### src/rtl/sram_port_arbiter_if.sv
// sram_port_arbiter_if: three pause-stalled master ports plus the shared SRAM bus
interface sram_port_arbiter_if;
  logic        req_0, req_1, req_2;
  logic        wren_0, wren_1, wren_2;
  logic [17:0] address_0, address_1, address_2;
  logic [31:0] data_write_0, data_write_1, data_write_2;
  logic        pause_0, pause_1, pause_2;
  logic [31:0] data_read;
  logic        read_valid_0, read_valid_1, read_valid_2;
  logic        mem_wren;
  logic [17:0] mem_address;
  logic [31:0] mem_data_write;
  logic [31:0] mem_data_read;
  modport slave (
    input  req_0, req_1, req_2, wren_0, wren_1, wren_2,
    input  address_0, address_1, address_2, data_write_0, data_write_1, data_write_2,
    input  mem_data_read,
    output pause_0, pause_1, pause_2, data_read, read_valid_0, read_valid_1, read_valid_2,
    output mem_wren, mem_address, mem_data_write
  );
  modport master (
    output req_0, req_1, req_2, wren_0, wren_1, wren_2,
    output address_0, address_1, address_2, data_write_0, data_write_1, data_write_2,
    output mem_data_read,
    input  pause_0, pause_1, pause_2, data_read, read_valid_0, read_valid_1, read_valid_2,
    input  mem_wren, mem_address, mem_data_write
  );
endinterface

### src/rtl/sram_port_arbiter.sv
// sram_port_arbiter: round-robin, burst-bounded sharing of one SRAM port among three pause-stalled masters
module sram_port_arbiter #(
  parameter int HOLD_CYCLES  = 16,
  parameter int READ_LATENCY = 2
) (
  input logic clk,
  input logic reset,
  sram_port_arbiter_if.slave bus
);
  typedef enum logic [1:0] {IDLE, GRANT, TURN} state_t;
  state_t state_q, state_d;
  logic [1:0] owner_q, owner_d, ptr_q, ptr_d, issue_port_q, issue_port_d;
  logic [7:0] burst_q, burst_d;
  logic [2:0] pause_q, pause_d, read_valid_q, read_valid_d, req, wren, others;
  logic issue_valid_q, issue_valid_d, mem_wren_q, mem_wren_d, iss_wren;
  logic [17:0] mem_address_q, mem_address_d, iss_address;
  logic [31:0] mem_data_write_q, mem_data_write_d, iss_data, data_read_q, data_read_d;
  logic [READ_LATENCY:0][2:0] tag_q, tag_d;

  function automatic logic [1:0] nxt(input logic [1:0] p);
    return p == 2'd2 ? 2'd0 : p + 2'd1;
  endfunction

  function automatic logic [1:0] pick(input logic [2:0] r, input logic [1:0] p);
    return r[p] ? p : r[nxt(p)] ? nxt(p) : nxt(nxt(p));
  endfunction

  assign req = {bus.req_2, bus.req_1, bus.req_0};
  assign wren = {bus.wren_2, bus.wren_1, bus.wren_0};
  assign others = req & ~(3'b001 << owner_q);
  assign iss_wren = wren[issue_port_q];
  assign iss_address = issue_port_q == 2'd0 ? bus.address_0 : issue_port_q == 2'd1 ? bus.address_1 : bus.address_2;
  assign iss_data = issue_port_q == 2'd0 ? bus.data_write_0 : issue_port_q == 2'd1 ? bus.data_write_1 : bus.data_write_2;

  always_comb begin
    state_d = state_q;
    owner_d = owner_q;
    ptr_d = ptr_q;
    burst_d = burst_q;
    if (state_q == GRANT) begin
      if (!req[owner_q] || (burst_q == 8'(HOLD_CYCLES) && |others)) begin
        state_d = TURN;
        ptr_d = nxt(owner_q);
      end else
        burst_d = burst_q == 8'(HOLD_CYCLES) ? 8'd1 : burst_q + 8'd1;
    end else if (|req) begin
      state_d = GRANT;
      owner_d = pick(req, ptr_q);
      burst_d = 8'd1;
    end else
      state_d = IDLE;
    pause_d = state_d == GRANT ? ~(3'b001 << owner_d) : 3'b111;
    // an owner whose req is already low issued nothing at this edge
    issue_valid_d = state_q == GRANT && req[owner_q];
    issue_port_d = owner_q;
    mem_wren_d = issue_valid_q && iss_wren;
    mem_address_d = issue_valid_q ? iss_address : mem_address_q;
    mem_data_write_d = issue_valid_q ? iss_data : mem_data_write_q;
    tag_d = {tag_q[READ_LATENCY-1:0], issue_valid_q && !iss_wren, issue_port_q};
    data_read_d = tag_q[READ_LATENCY][2] ? bus.mem_data_read : data_read_q;
    read_valid_d = tag_q[READ_LATENCY][2] ? 3'b001 << tag_q[READ_LATENCY][1:0] : 3'b000;
  end

  always_ff @(posedge clk) begin
    if (reset) begin
      state_q <= IDLE;
      owner_q <= '0;
      ptr_q <= '0;
      burst_q <= '0;
      pause_q <= 3'b111;
      issue_valid_q <= 1'b0;
      issue_port_q <= '0;
      mem_wren_q <= 1'b0;
      mem_address_q <= '0;
      mem_data_write_q <= '0;
      tag_q <= '0;
      data_read_q <= '0;
      read_valid_q <= '0;
    end else begin
      state_q <= state_d;
      owner_q <= owner_d;
      ptr_q <= ptr_d;
      burst_q <= burst_d;
      pause_q <= pause_d;
      issue_valid_q <= issue_valid_d;
      issue_port_q <= issue_port_d;
      mem_wren_q <= mem_wren_d;
      mem_address_q <= mem_address_d;
      mem_data_write_q <= mem_data_write_d;
      tag_q <= tag_d;
      data_read_q <= data_read_d;
      read_valid_q <= read_valid_d;
    end
  end

  assign {bus.pause_2, bus.pause_1, bus.pause_0} = pause_q;
  assign {bus.read_valid_2, bus.read_valid_1, bus.read_valid_0} = read_valid_q;
  assign bus.data_read = data_read_q;
  assign bus.mem_wren = mem_wren_q;
  assign bus.mem_address = mem_address_q;
  assign bus.mem_data_write = mem_data_write_q;
endmodule

### src/flat_wrapper.sv
// flat-port wrapper written by rule: the top's interface ports become plain ports
module sram_port_arbiter_flat 
#(
  parameter int HOLD_CYCLES  = 16,
  parameter int READ_LATENCY = 2
)
  (clk, reset, bus_req_0, bus_req_1, bus_req_2, bus_wren_0, bus_wren_1, bus_wren_2, bus_address_0, bus_address_1, bus_address_2, bus_data_write_0, bus_data_write_1, bus_data_write_2, bus_mem_data_read, bus_pause_0, bus_pause_1, bus_pause_2, bus_data_read, bus_read_valid_0, bus_read_valid_1, bus_read_valid_2, bus_mem_wren, bus_mem_address, bus_mem_data_write);
  sram_port_arbiter_if bus_i ();
  input logic clk;
  input logic reset;
  input wire logic [$bits(bus_i.req_0)-1:0] bus_req_0;
  input wire logic [$bits(bus_i.req_1)-1:0] bus_req_1;
  input wire logic [$bits(bus_i.req_2)-1:0] bus_req_2;
  input wire logic [$bits(bus_i.wren_0)-1:0] bus_wren_0;
  input wire logic [$bits(bus_i.wren_1)-1:0] bus_wren_1;
  input wire logic [$bits(bus_i.wren_2)-1:0] bus_wren_2;
  input wire logic [$bits(bus_i.address_0)-1:0] bus_address_0;
  input wire logic [$bits(bus_i.address_1)-1:0] bus_address_1;
  input wire logic [$bits(bus_i.address_2)-1:0] bus_address_2;
  input wire logic [$bits(bus_i.data_write_0)-1:0] bus_data_write_0;
  input wire logic [$bits(bus_i.data_write_1)-1:0] bus_data_write_1;
  input wire logic [$bits(bus_i.data_write_2)-1:0] bus_data_write_2;
  input wire logic [$bits(bus_i.mem_data_read)-1:0] bus_mem_data_read;
  output wire logic [$bits(bus_i.pause_0)-1:0] bus_pause_0;
  output wire logic [$bits(bus_i.pause_1)-1:0] bus_pause_1;
  output wire logic [$bits(bus_i.pause_2)-1:0] bus_pause_2;
  output wire logic [$bits(bus_i.data_read)-1:0] bus_data_read;
  output wire logic [$bits(bus_i.read_valid_0)-1:0] bus_read_valid_0;
  output wire logic [$bits(bus_i.read_valid_1)-1:0] bus_read_valid_1;
  output wire logic [$bits(bus_i.read_valid_2)-1:0] bus_read_valid_2;
  output wire logic [$bits(bus_i.mem_wren)-1:0] bus_mem_wren;
  output wire logic [$bits(bus_i.mem_address)-1:0] bus_mem_address;
  output wire logic [$bits(bus_i.mem_data_write)-1:0] bus_mem_data_write;
  assign bus_i.req_0 = bus_req_0;
  assign bus_i.req_1 = bus_req_1;
  assign bus_i.req_2 = bus_req_2;
  assign bus_i.wren_0 = bus_wren_0;
  assign bus_i.wren_1 = bus_wren_1;
  assign bus_i.wren_2 = bus_wren_2;
  assign bus_i.address_0 = bus_address_0;
  assign bus_i.address_1 = bus_address_1;
  assign bus_i.address_2 = bus_address_2;
  assign bus_i.data_write_0 = bus_data_write_0;
  assign bus_i.data_write_1 = bus_data_write_1;
  assign bus_i.data_write_2 = bus_data_write_2;
  assign bus_i.mem_data_read = bus_mem_data_read;
  assign bus_pause_0 = bus_i.pause_0;
  assign bus_pause_1 = bus_i.pause_1;
  assign bus_pause_2 = bus_i.pause_2;
  assign bus_data_read = bus_i.data_read;
  assign bus_read_valid_0 = bus_i.read_valid_0;
  assign bus_read_valid_1 = bus_i.read_valid_1;
  assign bus_read_valid_2 = bus_i.read_valid_2;
  assign bus_mem_wren = bus_i.mem_wren;
  assign bus_mem_address = bus_i.mem_address;
  assign bus_mem_data_write = bus_i.mem_data_write;
  sram_port_arbiter #(.HOLD_CYCLES(HOLD_CYCLES), .READ_LATENCY(READ_LATENCY)) u_core (.clk(clk), .reset(reset), .bus(bus_i));
endmodule
### config.mk
export PLATFORM = sky130hd
export DESIGN_NAME = sram_port_arbiter_flat
export DESIGN_NICKNAME = d
export VERILOG_FILES = /design/src/rtl/sram_port_arbiter_if.sv /design/src/rtl/sram_port_arbiter.sv /design/src/flat_wrapper.sv
export SDC_FILE = /design/constraint.sdc
export NUM_CORES = 1
export LEC_CHECK = 0
export CAP_MARGIN = 10
export CORE_MARGIN = 4
export CORE_UTILIZATION = 35
export DETAILED_ROUTE_END_ITERATION = 8
export PLACE_DENSITY = 0.73
export SLEW_MARGIN = 20
export SYNTH_ARGS = -nofsm -noshare
export SYNTH_HDL_FRONTEND = slang
export SYNTH_SLANG_ARGS = --single-unit
export TNS_END_PERCENT = 5
### constraint.sdc
create_clock -name clk -period 2.7 [get_ports clk]
set_clock_uncertainty 0.2 [all_clocks]
set_input_delay 0.27 -clock clk [delete_from_list [all_inputs] [get_ports clk]]
set_output_delay 0.27 -clock clk [all_outputs]
set_load 0.02 [all_outputs]
Word level (Yosys, flattened, before mapping). Index checks and enable logic that the tools add are counted.

Register bits: 115. Input port bits: 190. Output and inout port bits: 89. Word-level logic and storage cells: 80.

Add/sub/neg operators: 4. $lt $le $gt $ge: 4. Equal/unequal tests: 8. Shift operators: 3. Muxes and demuxes: 26. Bitwise logic cells: 5. Reductions and logical operators: 15.

Operators with widths (number): 32-bit two-way mux (2); 18-bit two-way mux (2); 8-bit two-way mux (4); 2-bit two-way mux (9); 2-bit by 3-bit less-than comparator with 1-bit output, second input constant (4); 1-bit by 2-bit left shift with 3-bit output, first input constant (3); 8-bit by 1-bit adder with 8-bit output, second input constant (1); 1-bit binary-select mux with 2-bit select (4); 8-bit by 5-bit == test with 1-bit output, second input constant (1); 2-bit by 1-bit adder with 2-bit output, second input constant (3); 2-bit by 1-bit == test with 1-bit output, second input constant (3); 2-bit == test, second input constant (3); 3-bit inverter (2); 3-bit OR reduction (2); 1-bit two-way mux (5); 1-bit logical AND (4); 2-bit AND reduction (2); 2-bit OR reduction (2); 3-bit AND (1); 1-bit zero test (2); 2-bit zero test (1); 2-bit != test, second input constant (1); 1-bit inverter (2); 2-bit nonzero test (1); 1-bit logical OR (1).

Longest topological paths before layout. Gate-level depths: netlist of the first run.

Word-level depth: 11. Mapped depth: 7. Gate-level depth less buffers: 7.

Worst setup path before layout of the first run. No wires, ideal clock.

Path type: register to register. From: reg u_core.owner_q[0] (netlist: u_core.issue_port_d[0]). To: reg u_core.pause_q[2]. Library setup time: 0.127 ns. Data arrival time: 1.710 ns. Data required time: 2.373 ns. Path slack: 0.663 ns. Stages on the path, launching flop included: 7. Buffers on the path: 1. Period minus slack after synthesis: 2.037 ns. Path through: dfxtp_1 -> buf_6 -> or4b_4 -> o311ai_2 -> o211ai_4 -> a21oi_4 -> or3b_1.

Word-level cells in the longest chain between the ends: 11. Elaborated cells between the ends (all ways): 18. Those cells by class: eq/ne: 1; shift: 2; mux: 6; bitwise: 4; reduce/logical: 5.

Ends and longest elaborated chain: start, declared (line sram_port_arbiter.sv:12) `logic [1:0] owner_q, owner_d, ptr_q, ptr_d, issue_port_q, issue_port_d;`; start signal, assigned (line sram_port_arbiter.sv:81) `owner_q <= owner_d;`; 1-bit by 2-bit left shift with 3-bit output (line sram_port_arbiter.sv:30) `assign others = req & ~(3'b001 << owner_q);`; 3-bit inverter (line sram_port_arbiter.sv:30); 3-bit AND (line sram_port_arbiter.sv:30); 3-bit OR reduction (line sram_port_arbiter.sv:41) `if (!req[owner_q] || (burst_q == 8'(HOLD_CYCLES) && |others)) begin`; 1-bit logical AND (line sram_port_arbiter.sv:41); 1-bit logical OR (line sram_port_arbiter.sv:41); 2-bit two-way mux (line sram_port_arbiter.sv:41); 2-bit two-way mux (line sram_port_arbiter.sv:40) `if (state_q == GRANT) begin`; 2-bit by 1-bit == test with 1-bit output (line sram_port_arbiter.sv:52) `pause_d = state_d == GRANT ? ~(3'b001 << owner_d) : 3'b111;`; 1-bit inverter (no line); 2-bit OR reduction (no line); end signal, assigned (line sram_port_arbiter.sv:84) `pause_q <= pause_d;`; end, declared (line sram_port_arbiter.sv:14) `logic [2:0] pause_q, pause_d, read_valid_q, read_valid_d, req, wren, others;`.

Several ways; a longest one is shown, not always the timed one. The select of a mux whose other input is x is not followed. A chain may end at the register's enable or synchronous reset.

Final worst setup path of the first run. Ends and elaborated chain as after synthesis.

==> results of run 1 <==
==> worst max-delay path: stages, from the launching register on <==
cell and delay (ns):
dfxtp_1 0.47, mux2_1 0.38, o311ai_2 0.35, o211ai_4 0.17, a21oi_4 0.23, or3b_1 0.36
==> per-layer routing <==
layer / track usage / part of all wire / vias to the layer above
met5: 0 / 0 / -
met4: 0.06836 / 0.023 / 0
met3: 0.07602 / 0.11 / 32
met2: 0.3271 / 0.49 / 236
met1: 0.2018 / 0.38 / 2205
li1: - / - / 2500
==> logic make-up after synthesis <==
family                     share of synthesized area
adders and majority gates                   0.004774
buffers and inverters                        0.03987
DFF                                           0.4392
muxes                                         0.2600
and+or+nand+nor                               0.1614
AOI/OAI and AO/OA                            0.09477
==> how the worst max path moves through the flow <==
stage	start	endpoint
6_report	u_core.issue_port_d[0]$_SDFF_PP0_	u_core.pause_q[2]$_SDFF_PP1_
3_5_place_dp	bus_req_0	u_core.pause_q[2]$_SDFF_PP1_
3_3_place_gp	bus_req_0	u_core.pause_q[2]$_SDFF_PP1_
2_1_floorplan	u_core.issue_port_d[0]$_SDFF_PP0_	u_core.pause_q[2]$_SDFF_PP1_
4_1_cts	u_core.issue_port_d[0]$_SDFF_PP0_	u_core.pause_q[2]$_SDFF_PP1_
5_1_grt	u_core.burst_q[0]$_SDFFE_PP0P_	u_core.ptr_q[1]$_SDFFE_PP0P_
==> state kept, by name, summed over array words and instances, names as in the netlist, 3 cells and up <==
register,cells
u_core.burst_q,8
u_core.bus.data_read,32
u_core.bus.mem_address,18
u_core.bus.mem_data_write,32
u_core.pause_q,3
u_core.read_valid_q,3
u_core.tag_d,6
u_core.tag_q,3
==> power by group through the flow <==
stage                     Combinational, mW  Clock (mW)  Sequential, mW
after floorplan                       0.316           0            1.86
after detailed placement              0.775           0            1.84
after CTS                             0.778        2.19            1.80
after global placement                0.762           0            1.83
final                                 0.771        2.14            1.80
after global routing                  0.838        2.29            1.81
==> layout by cell type (no fill, tap or decap), types with 2 or more instances in the layout <==
| cell | n |
|---|---|
| mux2i_1 | 135 |
| dfxtp_1 | 111 |
| ha_1 | 2 |
| dfxtp_4 | 2 |
| clkbuf_1 | 2 |
| nor3_1 | 2 |
| dfxtp_2 | 2 |
| nand2b_1 | 2 |
| o21ai_0 | 55 |
| buf_12 | 3 |
| bufinv_16 | 2 |
| clkinv_2 | 7 |
| nand2_1 | 59 |
| a211o_1 | 2 |
| nor4bb_1 | 2 |
| clkinvlp_4 | 2 |
| o41ai_1 | 3 |
| inv_1 | 8 |
| o21a_1 | 2 |
| and2_1 | 2 |
| nor2b_1 | 13 |
| buf_4 | 5 |
| clkbuf_16 | 17 |
| a31oi_1 | 5 |
| a21oi_1 | 5 |
| clkbuf_8 | 2 |
| nand3b_1 | 3 |
| nand3_1 | 6 |
| a311oi_1 | 2 |
| clkdlybuf4s50_1 | 277 |
| nor2_1 | 95 |
| nor4_1 | 2 |
==> layout make-up <==
type	instances	share of cell area
Timing Repair Buffer	285	0.3283
Multi-Input combinational cell	412	0.3122
Sequential cell	115	0.2645
Clock buffer	21	0.05266
Tap cell	184	0.02633
Clock inverter	11	0.01259
Inverter	8	0.003434
==> qor.yml, run 1 <==
status: "finished clean"
yosysSeqAreaShare: 0.4392
max_freq_ghz: 0.4370
antenna_found_initial: 0
crit_type: "flop to flop"
cts.sinks: 115
drive_gt1_frac: 0.05516
power_mw: 4.712
setup_ws_ns: 0.4116
wl_um: 16560
synth_top_flop_cell: "dfxtp_1"
post_cts_buffers: 0
cts.path.max_buffers: 2
p_comb_frac: 0.164
area_delta_synth_final_pct: 66.82
postCtsHoldBufs: 0
rsz0062_at_grt: "no"
die_area_um2: 17000
slew_violations: 0
holdWs_ns: 0.2367
leakagePower_nw: 2.990
min_path_cells: 1
placed_cell_area_um2: 8173
cts-root-buf: "clkbuf_16"
ys_warn_count: 0
tns_ns: 0
arrival_ns: 2.37
grt_pass1_vias: 5090
grt_pass1_wl_um: 24950
p_int_mw: 3.594
hold_class: "flop to flop"
vias: 4973
synth_seq_cells: 115
finalHoldViolCount: 0
start_util: 0.3593
synth-edff-count: 0
fin_crit_sh: 0.8475
track_usage: 0.1862
drtIter0Drc: 202
overflow: 0
r2r_start: "u_core.issue_port_d[0]$_SDFF_PP0_"
wl_per_cell_um: 15.99
pre_cts_slack_ns: 0.1675
hold_end: "u_core.tag_d[7]$_SDFF_PP0_"
core_um2: 14590
tightest_slew_ns: 0.9111
synth.area.top_cells: "dfxtp_1 (44%), mux2i_1 (26%), nor2_1 (6.8%), o21ai_0 (5.3%), nand2_1 (4.2%)"
cp_max_fo: 7
port-buffer-count: 278
ys_types: 42
ff2ff_setup_slack_ns: 0.41
routabilityCongestion: 0.7839
layout.cells.non_filler: 1036
fin_area_um2: 8743
start_kind: "flop"
clock_latency_ns: 0.40
hp-start: "u_core.tag_d[4]$_SDFF_PP0_"
setup_violations: 0
drv_cap: 0
h-tree-depth: 4
power.switching_mw: 1.118
r2r_cells: 5
synth_top_area_frac: 0.4392
io_pins: 279
grt_max_degree: 90
switching_share: 0.2373
min_period_ns: 2.288
viasPerCell: 4.800
drt-pass1-iter-count: 4
slew_headroom: 0.3926
fp.dieW_um: 130.4
p_clk_frac: 0.454
dp_cells: 1004
ys_top_cells_by_count: "mux2i_1 (135), dfxtp_1 (115), nor2_1 (95)"
dp_hpwl_um: 12800
r2r-end: "u_core.pause_q[2]$_SDFF_PP1_"
numCtsBuffers: 17
antenna_left: 0
std_cell_rows: 44
synth.most_common_cell: "mux2i_1"
synth_area_leader_cell: "dfxtp_1"
syn_area_per_cell_um2: 9.068
syn_inst: 578
cts_resized: 0
multiInputGateArea_um2: 2730
synth_nets: 770
seq_area_um2: 2312
die_h_um: 130.4
synthArstFlopShare: 0
drc: 0
fillerInstances: 1202
clk_pin_slew_ns: 0.05
finalCoreUtilization: 0.5993
power_density_nw_per_um2: 538.9
nets: 1031
irDropWorstVdd_mv: 0.3253
end_kind: "flop"
antenna_cells: 0
seqPwrFrac: 0.383
cts_tree: "done"
cp.required_ns: 2.78
syn-cell-area_um2: 5241
No activity file was read; power rests on OpenSTA's default activity.
==> inputs of run 2 (changes only) <==
--- a/config.mk
+++ b/config.mk
@@ -9,7 +9,7 @@
 export CORE_MARGIN = 4
 export CORE_UTILIZATION = 35
 export DETAILED_ROUTE_END_ITERATION = 8
-export PLACE_DENSITY = 0.73
+export PLACE_DENSITY = 0.76
 export SLEW_MARGIN = 20
 export SYNTH_ARGS = -nofsm -noshare
 export SYNTH_HDL_FRONTEND = slang
==> constraint.sdc (replaced) <==
create_clock -name clk -period 2 [get_ports clk]
set_clock_uncertainty 0.2 [all_clocks]
set_input_delay 0.2 -clock clk [delete_from_list [all_inputs] [get_ports clk]]
set_output_delay 0.2 -clock clk [all_outputs]
set_load 0.02 [all_outputs]
==> qor.yml, run 2 (synthesis results as in run 1) <==
status: "finished with violations"
violations: "negative setup slack"
fin_crit_sh: 1.044  # +0.1969
busiest_layer: "met2"
cts_tree: "done"
finalCoreUtilization: 0.6178  # +0.01853
drive_gt1_frac: 0.08562  # +0.03045
power_density_nw_per_um2: 701.6  # +30%
setup_violations: 5  # +5
setup_ws_ns: -0.08891  # -0.5005 ns
rsz0062_at_grt: "yes"
std_cell_rows: 44  # unchanged
viasPerCell: 4.692  # -2.3%
drc: 0  # unchanged
track_usage: 0.1884  # +0.002191
antenna_left: 0  # unchanged
max_freq_ghz: 0.4787  # +9.5%
area_delta_synth_final_pct: 71.97
holdWs_ns: 0.08422  # -0.1525 ns
ff2ff_setup_slack_ns: -0.09  # -0.50 ns
grt_util_met3: 0.08496  # +0.008943
start_kind: "flop"
tightest_slew_ns: 0.6044  # -0.3067 ns
start_util: 0.3593  # unchanged
io_pins: 279  # unchanged
die_h_um: 130.4  # unchanged
finalHoldViolCount: 0  # unchanged
postCtsHoldBufs: 0  # unchanged
leakagePower_nw: 3.145  # +5.2%
overflow: 0  # unchanged
hold_class: "input pin to flop"
vias: 4973  # unchanged
cts.path.max_buffers: 2  # unchanged
port-buffer-count: 278  # unchanged
fp.dieW_um: 130.4  # unchanged
cts.sinks: 115  # unchanged
min_period_ns: 2.089  # -0.1995 ns
critPathBufInv: 2  # +2
antenna_cells: 0  # unchanged
routabilityCongestion: 0.8334  # +6.3%
irDropWorstVdd_mv: 0.5158  # +59%
pre_cts_slack_ns: -0.3156  # -0.4831 ns
cp.required_ns: 2.11  # -0.67 ns
grt_pass1_wl_um: 24970  # about the same
critPathMaxStageDelay_ns: 0.48  # about the same
grt_max_degree: 67  # -26%
final_cell_mix: "clkdlybuf4s50_1 (277), mux2i_1 (135), dfxtp_1 (110)"
core_um2: 14590  # unchanged
wl_um: 16630  # +0.43%
drtIter0Drc: 211  # +4.5%
arrival_ns: 2.20  # -0.17 ns
grt_util_met1: 0.2079  # +0.006048
clk_pin_slew_ns: 0.05  # about the same
cp_max_fo: 4  # -3
grt_pass1_vias: 4944  # -2.9%
dp_hpwl_um: 12800  # about the same
die_area_um2: 17000  # unchanged
cts-root-buf: "clkbuf_16"
clock_latency_ns: 0.40  # about the same
antenna_found_initial: 0  # unchanged
crit_chain: "inv_1, ha_1, nand4bb_1, or4_4, o211ai_4, buf_6, nand2_2, a311oi_1"
slew_headroom: 0.5971  # +0.2044
crit_type: "flop to flop"
slew_violations: 0  # unchanged
met2_usage: 0.3253  # -0.001811
fillerInstances: 1317  # +9.6%
drv_cap: 0  # unchanged
crit_family: "simple AND/OR/NAND/NOR gates"
crit_slowest_cell: "or4_4"
end_kind: "flop"
wl_per_cell_um: 15.69  # -1.8%
h-tree-depth: 4  # unchanged
final_common_cell: "clkdlybuf4s50_1"
nets: 1058  # +2.6%
numCtsBuffers: 17  # unchanged
drt-pass1-iter-count: 5  # +1
## run 2: cell count changes in the layout (fill, tap and decap cells not counted), sizes merged
cell / previous run / this run
buf: 8 / 35
clkbuf: 21 / 23
clkinv: 7 / 5
clkinvlp: 2 / 0
bufinv: 2 / 1
## run 2: per-stage QoR
stage          area (um^2)  TNS (ns)  total power [mW]  std cells
3_5_place_dp          8448    -2.790             3.597       1031
4_1_cts               9001   -0.4189             6.409       1060
5_1_grt               9014    -1.237             6.609       1060
3_3_place_gp          8448    -2.014             3.584       1031
6_report              9014   -0.2739             6.324       1060
2_1_floorplan         5260         0             2.942        578
## run 2: layer usage
metal	part of all wire	wire, um	vias up
li1	-	-	2569
met1	0.38	6400	2198
met2	0.49	8091	188
met3	0.12	1940	18
met4	0.012	202	0
met5	0	0	-
## run 2: worst paths after layout
check / from / cells after the start / to
max: u_core.burst_q[0]$_SDFFE_PP0P_ / 8 / u_core.burst_q[7]$_SDFFE_PP0P_
min: reset / 2 / u_core.issue_port_d[1]$_SDFF_PP0_
max reg2reg: u_core.burst_q[0]$_SDFFE_PP0P_ / 8 / u_core.burst_q[7]$_SDFFE_PP0P_
min reg2reg: u_core.tag_d[8]$_SDFF_PP0_ / 1 / u_core.tag_q[8]$_SDFF_PP0_
## run 2: power by group
part           internal, mW  switching, mW  leakage, nW  total [mW]
combinational         0.668          0.459         1.94        1.13
sequential             2.37         0.0577        0.933        2.42
clock                  1.80          0.968        0.274        2.77
## run 2: final cells by class
type / count / area (um^2) / area share
Clock buffer: 23 / 488.0 / 0.05414
Clock inverter: 6 / 55.05 / 0.006108
Inverter: 8 / 30.03 / 0.003331
Multi-Input combinational cell: 412 / 2754 / 0.3055
Sequential cell: 115 / 2313 / 0.2567
Tap cell: 184 / 230.2 / 0.02554
Timing Repair Buffer: 312 / 3143 / 0.3487
## run 2: worst reg2reg max path: stages, from the launching register on
cell and delay, ns:
dfxtp_1 0.30, inv_1 0.05, ha_1 0.14, nand4bb_1 0.15, or4_4 0.48, o211ai_4 0.22
buf_6 0.15, nand2_2 0.07, a311oi_1 0.24
## run 2: what timing repair did
action                                  CTS  global route
buffers inserted                          0             0
pin swaps                                 1             0
endpoints found under the setup margin    7            12
resized for setup                         4             3
==> inputs of run 3 (changes only) <==
--- a/config.mk
+++ b/config.mk
@@ -9,7 +9,7 @@
 export CORE_MARGIN = 4
 export CORE_UTILIZATION = 35
 export DETAILED_ROUTE_END_ITERATION = 8
-export PLACE_DENSITY = 0.76
+export PLACE_DENSITY = 0.73
 export SLEW_MARGIN = 20
 export SYNTH_ARGS = -nofsm -noshare
 export SYNTH_HDL_FRONTEND = slang
==> constraint.sdc (replaced) <==
create_clock -name clk -period 2.3 [get_ports clk]
set_clock_uncertainty 0.2 [all_clocks]
set_input_delay 0.23 -clock clk [delete_from_list [all_inputs] [get_ports clk]]
set_output_delay 0.23 -clock clk [all_outputs]
set_load 0.02 [all_outputs]
==> qor.yml, run 3 (synthesis results as in run 1) <==
status: "finished clean"
area_delta_synth_final_pct: 68.70
routabilityCongestion: 0.7974  # -4.3%
power_density_nw_per_um2: 634.7  # -9.5%
finalCoreUtilization: 0.6061  # -0.01175
holdWs_ns: 0.1968  # +0.1126 ns
clock_latency_ns: 0.40  # about the same
drv_cap: 0  # unchanged
antenna_left: 0  # unchanged
die_h_um: 130.4  # unchanged
drtIter0Drc: 188  # -11%
setup_violations: 0  # -5
min_period_ns: 2.215  # +0.1262 ns
seqPwrFrac: 0.376  # -0.007
rsz0062_at_grt: "yes"
cts-root-buf: "clkbuf_16"
crit_path_start: "u_core.issue_port_d[0]$_SDFF_PP0_"
power.switching_mw: 1.301  # -12%
wl_um: 16800  # +0.99%
cts.path.max_buffers: 2  # unchanged
hold_class: "input pin to flop"
switching_share: 0.2319  # -0.002956
overflow: 0  # unchanged
finalHoldViolCount: 0  # unchanged
antenna_found_initial: 0  # unchanged
slew_violations: 0  # unchanged
arrival_ns: 2.30  # +0.10 ns
cp_max_fo: 7  # +3
hp-start: "reset"
p_clk_frac: 0.456  # +0.018
clk_pin_slew_ns: 0.05  # about the same
track_usage: 0.1878  # -0.0005750
end_kind: "flop"
p_comb_frac: 0.168  # -0.010
dp_hpwl_um: 12940  # +1.1%
h-tree-depth: 4  # unchanged
io_pins: 279  # unchanged
drt-pass1-iter-count: 6  # +1
crit_type: "flop to flop"
critPathMaxStageDelay_ns: 0.40  # -0.08 ns
grt_max_degree: 79  # +18%
port-buffer-count: 278  # unchanged
min_path_cells: 2  # unchanged
drc: 0  # unchanged
numCtsBuffers: 17  # unchanged
die_area_um2: 17000  # unchanged
crit_chain: "mux2_1, o311ai_2, o211ai_4, a21oi_4, or3b_1"
std_cell_rows: 44  # unchanged
crit_slowest_cell: "dfxtp_2"
p_int_mw: 4.311  # -11%
drive_gt1_frac: 0.06620  # -0.01941
grt_pass1_wl_um: 25190  # +0.86%
fp.dieW_um: 130.4  # unchanged
r2r_cells: 5  # -3
grt_pass1_vias: 5180  # +4.8%
slew_headroom: 0.4628  # -0.1343
core_um2: 14590  # unchanged
irDropWorstVdd_mv: 0.4365  # -15%
max_freq_ghz: 0.4515  # -5.7%
cts_tree: "done"
r2r_start: "u_core.issue_port_d[0]$_SDFF_PP0_"
tightest_slew_ns: 0.8058  # +0.2014 ns
start_kind: "flop"
postCtsHoldBufs: 0  # unchanged
cts.sinks: 115  # unchanged
fin_crit_sh: 0.9631  # -0.08138
start_util: 0.3593  # unchanged
final_common_cell: "clkdlybuf4s50_1"
cp.required_ns: 2.38  # +0.27 ns
vias: 5037  # +1.3%
wl_per_cell_um: 16.06  # +2.3%
leakagePower_nw: 3.052  # -3.0%
viasPerCell: 4.815  # +2.6%
final_cell_mix: "clkdlybuf4s50_1 (277), mux2i_1 (135), dfxtp_1 (110)"
nets: 1041  # -1.6%
==> run 3: cell count changes in the layout (fill, tap and decap cells not counted), sizes merged <==
cell	change
clkbuf	+5
diode	+1
buf	-17
clkinv	-3
==> run 3: per-stage QoR <==
stage	area (um^2)	setup TNS, ns	instances	power [mW]	setup slack (ns)
2_1_floorplan	5241	0	578	2.551	0.2630
3_3_place_gp	8248	-0.02125	1014	3.071	-0.02125
3_5_place_dp	8248	-0.1393	1014	3.095	-0.1318
4_1_cts	8835	0	1045	5.677	0.05399
5_1_grt	8840	-0.0008402	1045	5.846	-0.0008402
6_report	8842	0	1046	5.612	0.08492
==> run 3: what timing repair did <==
item                                    in CTS  in global routing
endpoints found under the hold margin        0                  0
endpoints found under the setup margin       0                  6
gates resized for setup                      0                  3
setup buffers                                0                  0
==> run 3: layer usage <==
metal / track usage / part of all wire / routed length [um]
met1: 0.2041 / 0.38 / 6343
met4: 0.07078 / 0.019 / 315
met5: 0 / 0 / 0
met2: 0.3241 / 0.49 / 8190
met3: 0.08252 / 0.12 / 1950
==> run 3: power by group through the flow <==
stage | logic (mW) | registers, mW | clock network [mW]
finish | 0.942 | 2.11 | 2.56
global route | 1.02 | 2.12 | 2.71
detailed placement | 0.945 | 2.15 | 0
floorplan | 0.371 | 2.18 | 0
CTS | 0.950 | 2.11 | 2.62
global placement | 0.924 | 2.15 | 0
==> run 3: critical path: cells and delay by family, from the launching register on <==
kind / cells / cell delay, ns
flip-flops: 1 / 0.40
AND/OR/NAND/NOR: 1 / 0.37
multiplexers: 1 / 0.38
AO/OA/AOI/OAI: 3 / 0.74
==> run 3: worst paths after layout <==
| path | end | slack, ns |
|---|---|---|
| hold / removal | u_core.state_q[1]$_SDFF_PP0_ | 0.20 |
| setup reg to reg | u_core.pause_q[2]$_SDFF_PP1_ | 0.08 |
| hold reg to reg | u_core.tag_q[8]$_SDFF_PP0_ | 0.23 |
| setup / recovery | u_core.pause_q[2]$_SDFF_PP1_ | 0.08 |
==> run 3: cell type report <==
class                   count  area [um^2]
fillers                  1237         5747
clock inverters             3        40.04
inverters                   8        30.03
flip-flops and latches    115         2313
diodes                      1        2.502
repair buffers            295         2945
clock buffers              28        546.8
well taps                 184        230.2
multi-input cells         412         2734
